$ cat src/rtl/alu_op_sequencer.sv
// alu_op_sequencer: drives ALUOp/COUNTER to the logic unit for req_last+1 phases,
// then captures result/branch/overflow. Define ALU_SEQ_ABORT_EN to add the abort input.
module alu_op_sequencer #(
  parameter int               DATA_W  = 32,
  parameter int               OP_W    = 4,
  parameter int               CNT_W   = 2,
  parameter logic [OP_W-1:0]  IDLE_OP = '0
) (
  input  logic              clk,
  input  logic              reset,
  input  logic              start,
  input  logic [OP_W-1:0]   req_op,
  input  logic [CNT_W-1:0]  req_last,
  input  logic [1:0]        req_kind,
  output logic [OP_W-1:0]   ALUOp,
  output logic [CNT_W-1:0]  COUNTER,
  input  logic [DATA_W-1:0] ALUOut,
  input  logic              OVERFLOW,
  input  logic              Update_UC,
`ifdef ALU_SEQ_ABORT_EN
  input  logic              abort,
`endif
  output logic              busy,
  output logic              done,
  output logic [DATA_W-1:0] result,
  output logic              branch_taken,
  output logic              ovf_exc
);

  localparam logic [1:0] S_IDLE  = 2'd0;
  localparam logic [1:0] S_ISSUE = 2'd1;
  localparam logic [1:0] S_DONE  = 2'd2;

  localparam logic [1:0] KIND_BRANCH = 2'b01;
  localparam logic [1:0] KIND_OVF    = 2'b10;

  localparam logic [CNT_W-1:0] CNT_ONE = CNT_W'(1);

  logic              abort_w;
  logic [1:0]        state_q, state_d;
  logic [CNT_W-1:0]  last_q, last_d;
  logic [1:0]        kind_q, kind_d;
  logic [OP_W-1:0]   alu_op_q, alu_op_d;
  logic [CNT_W-1:0]  counter_q, counter_d;
  logic              done_q, done_d;
  logic              ovf_exc_q, ovf_exc_d;
  logic [DATA_W-1:0] result_q, result_d;
  logic              branch_taken_q, branch_taken_d;

`ifdef ALU_SEQ_ABORT_EN
  assign abort_w = abort;
`else
  assign abort_w = 1'b0;
`endif

  always_comb begin
    state_d        = state_q;
    last_d         = last_q;
    kind_d         = kind_q;
    alu_op_d       = IDLE_OP;
    counter_d      = '0;
    done_d         = 1'b0;
    ovf_exc_d      = 1'b0;
    result_d       = result_q;
    branch_taken_d = branch_taken_q;

    case (state_q)
      S_IDLE: begin
        // abort outranks start so a cancelled request cannot slip in
        if (!abort_w && start) begin
          state_d  = S_ISSUE;
          last_d   = req_last;
          kind_d   = req_kind;
          alu_op_d = req_op;
        end
      end
      S_ISSUE: begin
        if (abort_w) begin
          state_d = S_IDLE;
        end else if (counter_q == last_q) begin
          // Closing edge of the final phase: only these logic unit values matter
          state_d = S_DONE;
          done_d  = 1'b1;
          case (kind_q)
            KIND_BRANCH: branch_taken_d = Update_UC;
            KIND_OVF: begin
              if (OVERFLOW) ovf_exc_d = 1'b1;
              else          result_d  = ALUOut;
            end
            default:     result_d = ALUOut;
          endcase
        end else begin
          alu_op_d  = alu_op_q;
          counter_d = counter_q + CNT_ONE;
        end
      end
      S_DONE:  state_d = S_IDLE;
      default: state_d = S_IDLE;
    endcase
  end

  always_ff @(posedge clk or negedge reset) begin
    if (!reset) begin
      state_q        <= S_IDLE;
      last_q         <= '0;
      kind_q         <= '0;
      alu_op_q       <= IDLE_OP;
      counter_q      <= '0;
      done_q         <= 1'b0;
      ovf_exc_q      <= 1'b0;
      result_q       <= '0;
      branch_taken_q <= 1'b0;
    end else begin
      state_q        <= state_d;
      last_q         <= last_d;
      kind_q         <= kind_d;
      alu_op_q       <= alu_op_d;
      counter_q      <= counter_d;
      done_q         <= done_d;
      ovf_exc_q      <= ovf_exc_d;
      result_q       <= result_d;
      branch_taken_q <= branch_taken_d;
    end
  end

  assign busy         = (state_q != S_IDLE);
  assign ALUOp        = alu_op_q;
  assign COUNTER      = counter_q;
  assign done         = done_q;
  assign ovf_exc      = ovf_exc_q;
  assign result       = result_q;
  assign branch_taken = branch_taken_q;

endmodule

$ cat config.mk
export PLATFORM = sky130hd
export DESIGN_NAME = alu_op_sequencer
export DESIGN_NICKNAME = d
export VERILOG_FILES = /design/src/rtl/alu_op_sequencer.sv
export SDC_FILE = /design/constraint.sdc
export NUM_CORES = 1
export LEC_CHECK = 0
export BUFFER_PORTS_ARGS = -buffer_cell sky130_fd_sc_hd__clkbuf_2
export CORE_MARGIN = 4
export CORE_UTILIZATION = 49
export CTS_CLUSTER_DIAMETER = 40
export CTS_CLUSTER_SIZE = 28
export DETAILED_ROUTE_END_ITERATION = 16
export PLACE_DENSITY = 0.91
export SKIP_LAST_GASP = 1
export SYNTH_ARGS = -nofsm -noshare
export SYNTH_HDL_FRONTEND = slang
export SYNTH_SLANG_ARGS = --single-unit
$ cat constraint.sdc
create_clock -name clk -period 2.5 [get_ports clk]
set_input_delay 0.75 -clock clk [delete_from_list [all_inputs] [get_ports clk]]
set_output_delay 0.75 -clock clk [all_outputs]
set_load 0.02 [all_outputs]
==> flow_summary.yaml, run 1 <==
power_and_ir_drop:
  irDropWorstVdd_mv: 0.719
  power_density_nw_per_um2: 1450
  leakagePower_uw: 0.00125
route:
  drt-vias-per-instance: 4.91
  first_pass_iters: 2
  drc: 0
  routed_wl_um: 3440
  postRouteAntennaNets: 0
  vias: 1223
  wl_per_cell_um: 13.8
  drt-initial-drc-count: 47
setup_path:
  criticalPathCategory: "flip-flop to flip-flop"
  start_kind: "flip-flop"
  endpoint_kind: "flip-flop"
  critPathRequiredTime_ns: 2.68
  path_max_fanout: 27
  worstPathArrival_ns: 2.14
timing:
  worstMarginPinSlew_ns: 0.572
  fmax_mhz: 510
  finalSetupViolations: 0
  fin_crit_sh_pct: 78.5
  rsz0062_at_grt: "false"
  layout_min_cycle_time_ns: 1.96
  relSlewSlack_pct: 61.8
  report.final.slew_viol_count: 0
  whs_ns: 0.436
  skew_ns: 0.00459
  hold_viol_final: 0
  setup_tns_ns: 0
yosys:
  ys_types: 19
  synth_area_um2: 1800
  syn_nets: 154
  ys_seq_elements: 47
  synth-seq-area-share_pct: 65.4
  synth_cells: 109
  ys_warn_count: 0
  syn_avg_cell_area_um2: 16.5
clock_tree:
  cts_buffers: 5
  cts.sinks: 47
  holdBufCountCts: 0
  clk_pin_slew_ns: 0.08
  clockRootBuffer: "clkbuf_8"
  cts-resized-gates: 0
  clockBufferDepth: 2
  worstSkewPairLatency_ns: 0.29
  htreeDepth: 2
  post-cts-setup-buffer-count: 0
  cts_tree: "built"
die:
  design.core.area_um2: 3440
  initial_utilization_pct: 52.2
  rows: 21
  die_w_um: 68.6
  io_pins: 87
  die_area_um2: 4700
  die_h_um: 68.6
cells_and_area:
  areaGrowthSynthToFinish_pct: 34.8
  antenna_cells: 0
  nNetsFinal: 247
  drive_above_1_share_pct: 68.0
place:
  io_buffers: 86
  place_congestion: 0.675
  place.detailed.hpwl_um: 2760
global_route:
  antenna_found_initial: 0
  grt_max_degree: 28
  grt_usage_pct: 15.7
  grt_pass1_wl_um: 5310
  grt_pass1_vias: 1205
  grt_overflow_total: 0
worst_hold_path:
  hold_class: "input pin to async pin"
flow_run:
  drv_cap: 0
outcome:
  status: "completed"
-- per-layer routing --
layer | vias to the layer above | track usage, % | share of wire, %
li1 | 560 | - | -
met1 | 592 | 19.5 | 41
met2 | 66 | 24.9 | 46
met3 | 5 | 5.19 | 12
met4 | 0 | 6.70 | 1.5
met5 | - | 0 | 0
-- synthesized netlist by cell type, drive strengths merged --
cell type	number	share of area (%)
mux2	37	23
a22o	4	1.9
and2	2	0.70
nor3b	1	1.0
and2b	1	0.42
xor2	1	0.49
xnor2	2	0.97
inv	1	0.21
nor2	1	0.35
and3b	3	1.5
nand2b	1	0.35
a21oi	1	0.28
buf	3	1.9
dfrtp	47	65
nor2b	1	0.35
nand2	1	0.21
or2	2	0.70
-- flip-flops by register name (all words and copies together), names as in the netlist --
name / flops
branch_taken: 1
ovf_exc: 1
result: 32
COUNTER: 2
done: 1
ALUOp: 4
last_q: 2
state_q: 2
kind_q: 2
-- critical path: stages (launching register included) --
cell and delay [ns]:
dfrtp_1 0.43, xnor2_1 0.22, and3b_2 0.25, nor3b_4 0.19, buf_4 0.35, mux2_2 0.38
-- path summary, 6_finish.rpt --
path | startpoint | endpoint | slack [ns] | cells after the start
worst max-delay path | COUNTER[0] | result[17] | 0.54 | 5
worst min-delay path | reset | result[14] | 0.44 | 1
worst max register to register | COUNTER[0] | result[17] | 0.54 | 5
worst min register to register | result[9] | result[9] | 0.51 | 1
max in group asynchronous | reset | kind_q[1] | 1.54 | 2
min in group clk | result[9] | result[9] | 0.51 | 1
-- cells in the final DEF (no fill, tap or decap), types with 2 or more instances in the layout --
cell type | synthesis | routed
buf_4 | 0 | 2
clkbuf_8 | 0 | 5
dfrtp_1 | 47 | 47
xnor2_1 | 2 | 2
a22o_1 | 4 | 4
bufinv_16 | 0 | 2
and3b_1 | 2 | 2
mux2_2 | 36 | 36
and2_1 | 2 | 2
or2_2 | 2 | 2
clkbuf_2 | 0 | 86
-- final cells by class --
type	count	area (um2)
flip-flops and latches	47	1180
fillers	263	1020
multi-input cells	58	584
repair buffers	89	465
clock buffers	5	68.8
clock inverters	3	67.6
well taps	46	57.6
inverters	1	3.75
-- stage by stage --
step / instance area (um2) / utilization, % / power [uW] / setup slack (ns) / instances
after floorplan: 1800 / - / 2420 / 0.633 / 109
final: 2420 / 70.4 / 3510 / 0.538 / 249
after CTS: 2420 / 70.4 / 3560 / 0.531 / 249
after global placement: 2290 / 66.4 / 2860 / 0.436 / 241
after detailed placement: 2290 / 66.4 / 2910 / 0.383 / 241
after global routing: 2420 / 70.4 / 3740 / 0.410 / 249
-- kinds of logic (layout without fill, tap and decap cells) --
kind of cell	count (synthesis)	count (layout)	share of synthesized area (%)
xor+xnor	3	3	1.46
simple gates	13	13	5.64
mux	37	37	23.2
buf+inv	4	98	2.09
flops	47	47	65.4
compound gates	5	5	2.23
-- power by group --
| part | leakage, uW | switching (uW) | internal (uW) |
|---|---|---|---|
| registers | 0.000574 | 195 | 1130 |
| logic | 0.000607 | 833 | 711 |
| clock network | 0.0000644 | 244 | 398 |
| total | 0.00125 | 1270 | 2240 |
No activity file was read; power rests on OpenSTA's default activity.
==> run 2: changes to the inputs <==
Settings changed: CORE_UTILIZATION 49 to 41, PLACE_DENSITY 0.91 to 0.82.
Clock period 2.5 ns to 1.77 ns, I/O delays scaled along.
==> flow_summary.yaml, run 2 (same netlist as run 1, synthesis figures left out) <==
route:
  drc: 0
  first_pass_iters: 4
  routed_wl_um: 3680
  wl_per_cell_um: 14.1
  postRouteAntennaNets: 0
  drt-vias-per-instance: 4.68
  drt-initial-drc-count: 25
  vias: 1218
timing:
  fin_crit_sh_pct: 98.7
  relSlewSlack_pct: 68.7
  setup_tns_ns: 0
  whs_ns: 0.222
  skew_ns: 0.00277
  report.final.slew_viol_count: 0
  layout_min_cycle_time_ns: 1.75
  finalSetupViolations: 0
  rsz0062_at_grt: "true"
  worstMarginPinSlew_ns: 0.469
  fmax_mhz: 573
  hold_viol_final: 0
clock_tree:
  htreeDepth: 2
  holdBufCountCts: 0
  clockRootBuffer: "clkbuf_8"
  clk_pin_slew_ns: 0.08
  worstSkewPairLatency_ns: 0.28
  clockBufferDepth: 2
  cts_buffers: 5
  cts_tree: "built"
  cts.sinks: 47
global_route:
  antenna_found_initial: 0
  grt_pass1_wl_um: 5440
  grt_overflow_total: 0
  grt_pass1_vias: 1194
  grt_max_degree: 48
  grt_usage_pct: 13.0
outcome:
  status: "completed"
power_and_ir_drop:
  p_clk_share_pct: 11.6
  p_sw_share_pct: 37.2
  power_switching_uw: 1840
  leakagePower_uw: 0.00128
  irDropWorstVdd_mv: 0.645
  pwr-share-comb_pct: 50.6
  power_density_nw_per_um2: 1980
  internal_power_uw: 3100
  seq_power_share_pct: 37.8
cells_and_area:
  largest_reg_flops: 32
  ff_latch_area_um2: 1180
  multiInputGateArea_um2: 599
  antenna_cells: 0
  nNetsFinal: 256
  final_common_cell: "clkbuf_2"
  n_fill_cell: 335
  drive_above_1_share_pct: 70.5
  design_area_um2: 2490
  final_cell_mix: "86 x clkbuf_2, 45 x dfrtp_1, 36 x mux2_2"
  areaGrowthSynthToFinish_pct: 38.6
  fin_cells: 260
die:
  io_pins: 87
  die_w_um: 74.2
  rows: 23
  design.core.area_um2: 4120
  initial_utilization_pct: 43.7
  die_h_um: 74.2
  die_area_um2: 5510
place:
  io_buffers: 86
  dp_cells: 250
  placed_area_um2: 2360
  place_congestion: 0.741
  place.detailed.hpwl_um: 2840
setup_path:
  cp_num_buf_inv: 2
  start_kind: "flip-flop"
  max_stage_delay_ns: 0.41
  criticalPathCategory: "flip-flop to flip-flop"
  crit_chain: "xnor2_2 > and3b_2 > nor3b_4 > buf_6 > clkbuf_16 > mux2_2"
  path_max_fanout: 9
  endpoint_kind: "flip-flop"
  worstPathArrival_ns: 1.92
  critPathRequiredTime_ns: 1.94
  cp_slowest_cell: "dfrtp_1"
  crit_family: "flip-flops"
worst_hold_path:
  hold_class: "input pin to async pin"
flow_run:
  drv_cap: 0
run 2: changes by cell type in the layout (fill, tap and decap cells not counted), moves of 2 or more:
cell,delta
bufinv_16,-2
xnor2_2,+2
dfrtp_2,+2
buf_4,+5
xnor2_1,-2
dfrtp_1,-2
run 2: power groups by stage:
| stage | clock, uW | combinational (uW) | sequential [uW] |
|---|---|---|---|
| after floorplan | 0 | 1030 | 2430 |
| after global placement | 0 | 2340 | 1880 |
| after detailed placement | 0 | 2400 | 1900 |
| after CTS | 600 | 2410 | 1880 |
| after global routing | 643 | 2690 | 1930 |
| final | 572 | 2500 | 1870 |
run 2: worst paths after layout:
path	from	end	slack [ns]	depth (start not counted)
max in group asynchronous	reset	COUNTER[0]	1.32	2
min in group clk	req_op[3]	ALUOp[3]	0.46	2
min	reset	result[15]	0.22	2
max	last_q[0]	result[29]	0.02	6
min reg2reg	result[9]	result[9]	0.50	1
max reg2reg	last_q[0]	result[29]	0.02	6
run 2: cell type report:
type                       instances  area share, %
sequential                        47           47.3
multi-input combinational         58           24.1
timing repair buffer              98           23.1
clock buffer                       6           2.91
tap                               50           2.51
inverter                           1          0.151
run 2: worst register-to-register path: stages, from the launching register on:
cell and delay, ns:
dfrtp_1 0.41, xnor2_2 0.19, and3b_2 0.21, nor3b_4 0.19, buf_6 0.15, clkbuf_16 0.15
mux2_2 0.33
run 2: what timing repair did:
action / 4_1_cts / 5_1_grt
pin swaps: 0 / 1
cloned: 0 / 1
setup endpoints to repair: 10 / 32
buffers inserted: 0 / 3
resized for setup: 1 / 2
run 2: routing by layer:
metal	track usage, %	part of all wire, %	vias up
li1	-	-	585
met1	15.1	39	580
met2	22.2	50	53
met3	5.41	11	0
met4	3.56	0	0
met5	0	0	-
run 2: per-stage QoR:
step	total power [uW]	util [%]	setup slack, ns
after floorplan	3460	-	-0.0125
after global placement	4220	57.3	-0.000661
after detailed placement	4300	57.3	-0.0556
after CTS	4890	59.2	-0.00663
after global routing	5270	60.5	-0.0680
final	4940	60.5	0.0236
==> run 3: changes to the inputs <==
Settings changed: PLACE_DENSITY 0.82 to 0.73, SLEW_MARGIN from default to 40.
==> flow_summary.yaml, run 3 (same netlist as run 1, synthesis figures left out) <==
outcome:
  status: "completed"
route:
  postRouteAntennaNets: 0
  wl_per_cell_um: 14.9
  routed_wl_um: 3880
  drc: 0
  vias: 1255
  drt-vias-per-instance: 4.83
  first_pass_iters: 4
  drt-initial-drc-count: 32
setup_path:
  critPathRequiredTime_ns: 1.95
  cp_slowest_cell: "dfrtp_1"
  worstPathArrival_ns: 1.92
  endpoint_kind: "flip-flop"
  crit_chain: "xnor2_2 > and3b_2 > nor3b_4 > buf_6 > buf_12 > mux2_2"
  start_kind: "flip-flop"
  path_max_fanout: 12
  max_stage_delay_ns: 0.41
  cp_num_buf_inv: 2
  criticalPathCategory: "flip-flop to flip-flop"
  crit_family: "flip-flops"
clock_tree:
  htreeDepth: 2
  worstSkewPairLatency_ns: 0.29
  clk_pin_slew_ns: 0.08
  cts_tree: "built"
  holdBufCountCts: 0
  clockBufferDepth: 2
  clockRootBuffer: "clkbuf_8"
  cts.sinks: 47
  cts_buffers: 5
global_route:
  grt_pass1_wl_um: 5930
  grt_usage_pct: 14.3
  grt_overflow_total: 0
  antenna_found_initial: 0
  grt_pass1_vias: 1335
  grt_max_degree: 26
cells_and_area:
  largest_reg_flops: 32
  final_cell_mix: "86 x clkbuf_2, 45 x dfrtp_1, 31 x mux2_2"
  antenna_cells: 0
  final_common_cell: "clkbuf_2"
  areaGrowthSynthToFinish_pct: 42.6
  n_fill_cell: 338
  multiInputGateArea_um2: 618
  drive_above_1_share_pct: 70.5
  fin_cells: 260
  ff_latch_area_um2: 1180
  nNetsFinal: 254
power_and_ir_drop:
  irDropWorstVdd_mv: 0.901
  leakagePower_uw: 0.00132
  power_density_nw_per_um2: 2060
place:
  place_congestion: 0.821
  io_buffers: 86
  dp_cells: 248
  place.detailed.hpwl_um: 3040
timing:
  report.final.slew_viol_count: 0
  fin_crit_sh_pct: 98.3
  skew_ns: 0.00287
  fmax_mhz: 575
  whs_ns: 0.161
  hold_viol_final: 0
  worstMarginPinSlew_ns: 0.505
  layout_min_cycle_time_ns: 1.74
  rsz0062_at_grt: "true"
  relSlewSlack_pct: 66.4
  finalSetupViolations: 0
die:
  io_pins: 87
  die_h_um: 74.2
  die_area_um2: 5510
  rows: 23
  die_w_um: 74.2
  design.core.area_um2: 4120
  initial_utilization_pct: 43.7
flow_run:
  drv_cap: 0
worst_hold_path:
  hold_class: "input pin to async pin"
## run 3: cell types whose count changed in the layout (fill, tap and decap cells not counted)
cell / before / now
buf_12: 2 / 3
buf_6: 1 / 2
bufinv_16: 0 / 2
mux2_4: 0 / 5
buf_8: 1 / 0
mux2_2: 36 / 31
buf_4: 7 / 4
## run 3: power breakdown
group / leakage (uW) / internal [uW] / switching, uW
Sequential: 0.000571 / 1600 / 287
Combinational: 0.000682 / 1240 / 1260
Clock: 0.0000654 / 564 / 328
Total: 0.00132 / 3410 / 1880
## run 3: cell type report
| cell class | count | area share, % |
|---|---|---|
| Multi-Input combinational cell | 58 | 24.1 |
| Clock buffer | 6 | 2.83 |
| Sequential cell | 47 | 46.0 |
| Clock inverter | 2 | 2.34 |
| Inverter | 1 | 0.146 |
| Tap cell | 50 | 2.44 |
| Timing Repair Buffer | 96 | 22.2 |
## run 3: per-stage QoR
step	utilization, %	total power [uW]	setup TNS [ns]	area [um2]	setup WS [ns]
floorplan	-	3460	-0.358	1820	-0.0125
global placement	57.0	4140	0	2340	0.00908
detailed placement	57.0	4250	-0.290	2340	-0.0326
CTS	60.3	5160	-0.458	2480	-0.0257
global route	62.3	5600	-0.707	2560	-0.0384
finish	62.3	5280	0	2560	0.0300
## run 3: worst reg2reg max path, delay by kind of cell, from the launching register on
kind | cells | cell delay, ns
flops | 1 | 0.41
simple gates | 2 | 0.38
mux | 1 | 0.34
buf+inv | 2 | 0.30
xor+xnor | 1 | 0.20
## run 3: worst paths after layout
kind,start,end,slack (ns),cells after the start
setup / recovery,last_q[0],result[4],0.03,6
hold / removal,reset,result[11],0.16,1
setup reg to reg,last_q[0],result[4],0.03,6
hold reg to reg,result[9],result[9],0.51,1
max in group asynchronous,reset,ALUOp[2],1.13,2
min in group clk,req_op[3],ALUOp[3],0.46,2
## run 3: metal layers
layer  up-vias  global-route usage (%)  part of all wire [%]
met5         -                       0                     0
met4         0                    7.11                   2.4
met3        11                    4.32                    12
met2        68                    24.8                    48
met1       597                    15.9                    38
li1        579                       -                     -
## run 3: repair_timing
action | 4_1_cts | 5_1_grt
gates cloned | 0 | 2
pin swaps | 0 | 3
buffers inserted | 0 | 2
setup endpoints to repair | 21 | 32
resized for setup | 1 | 8
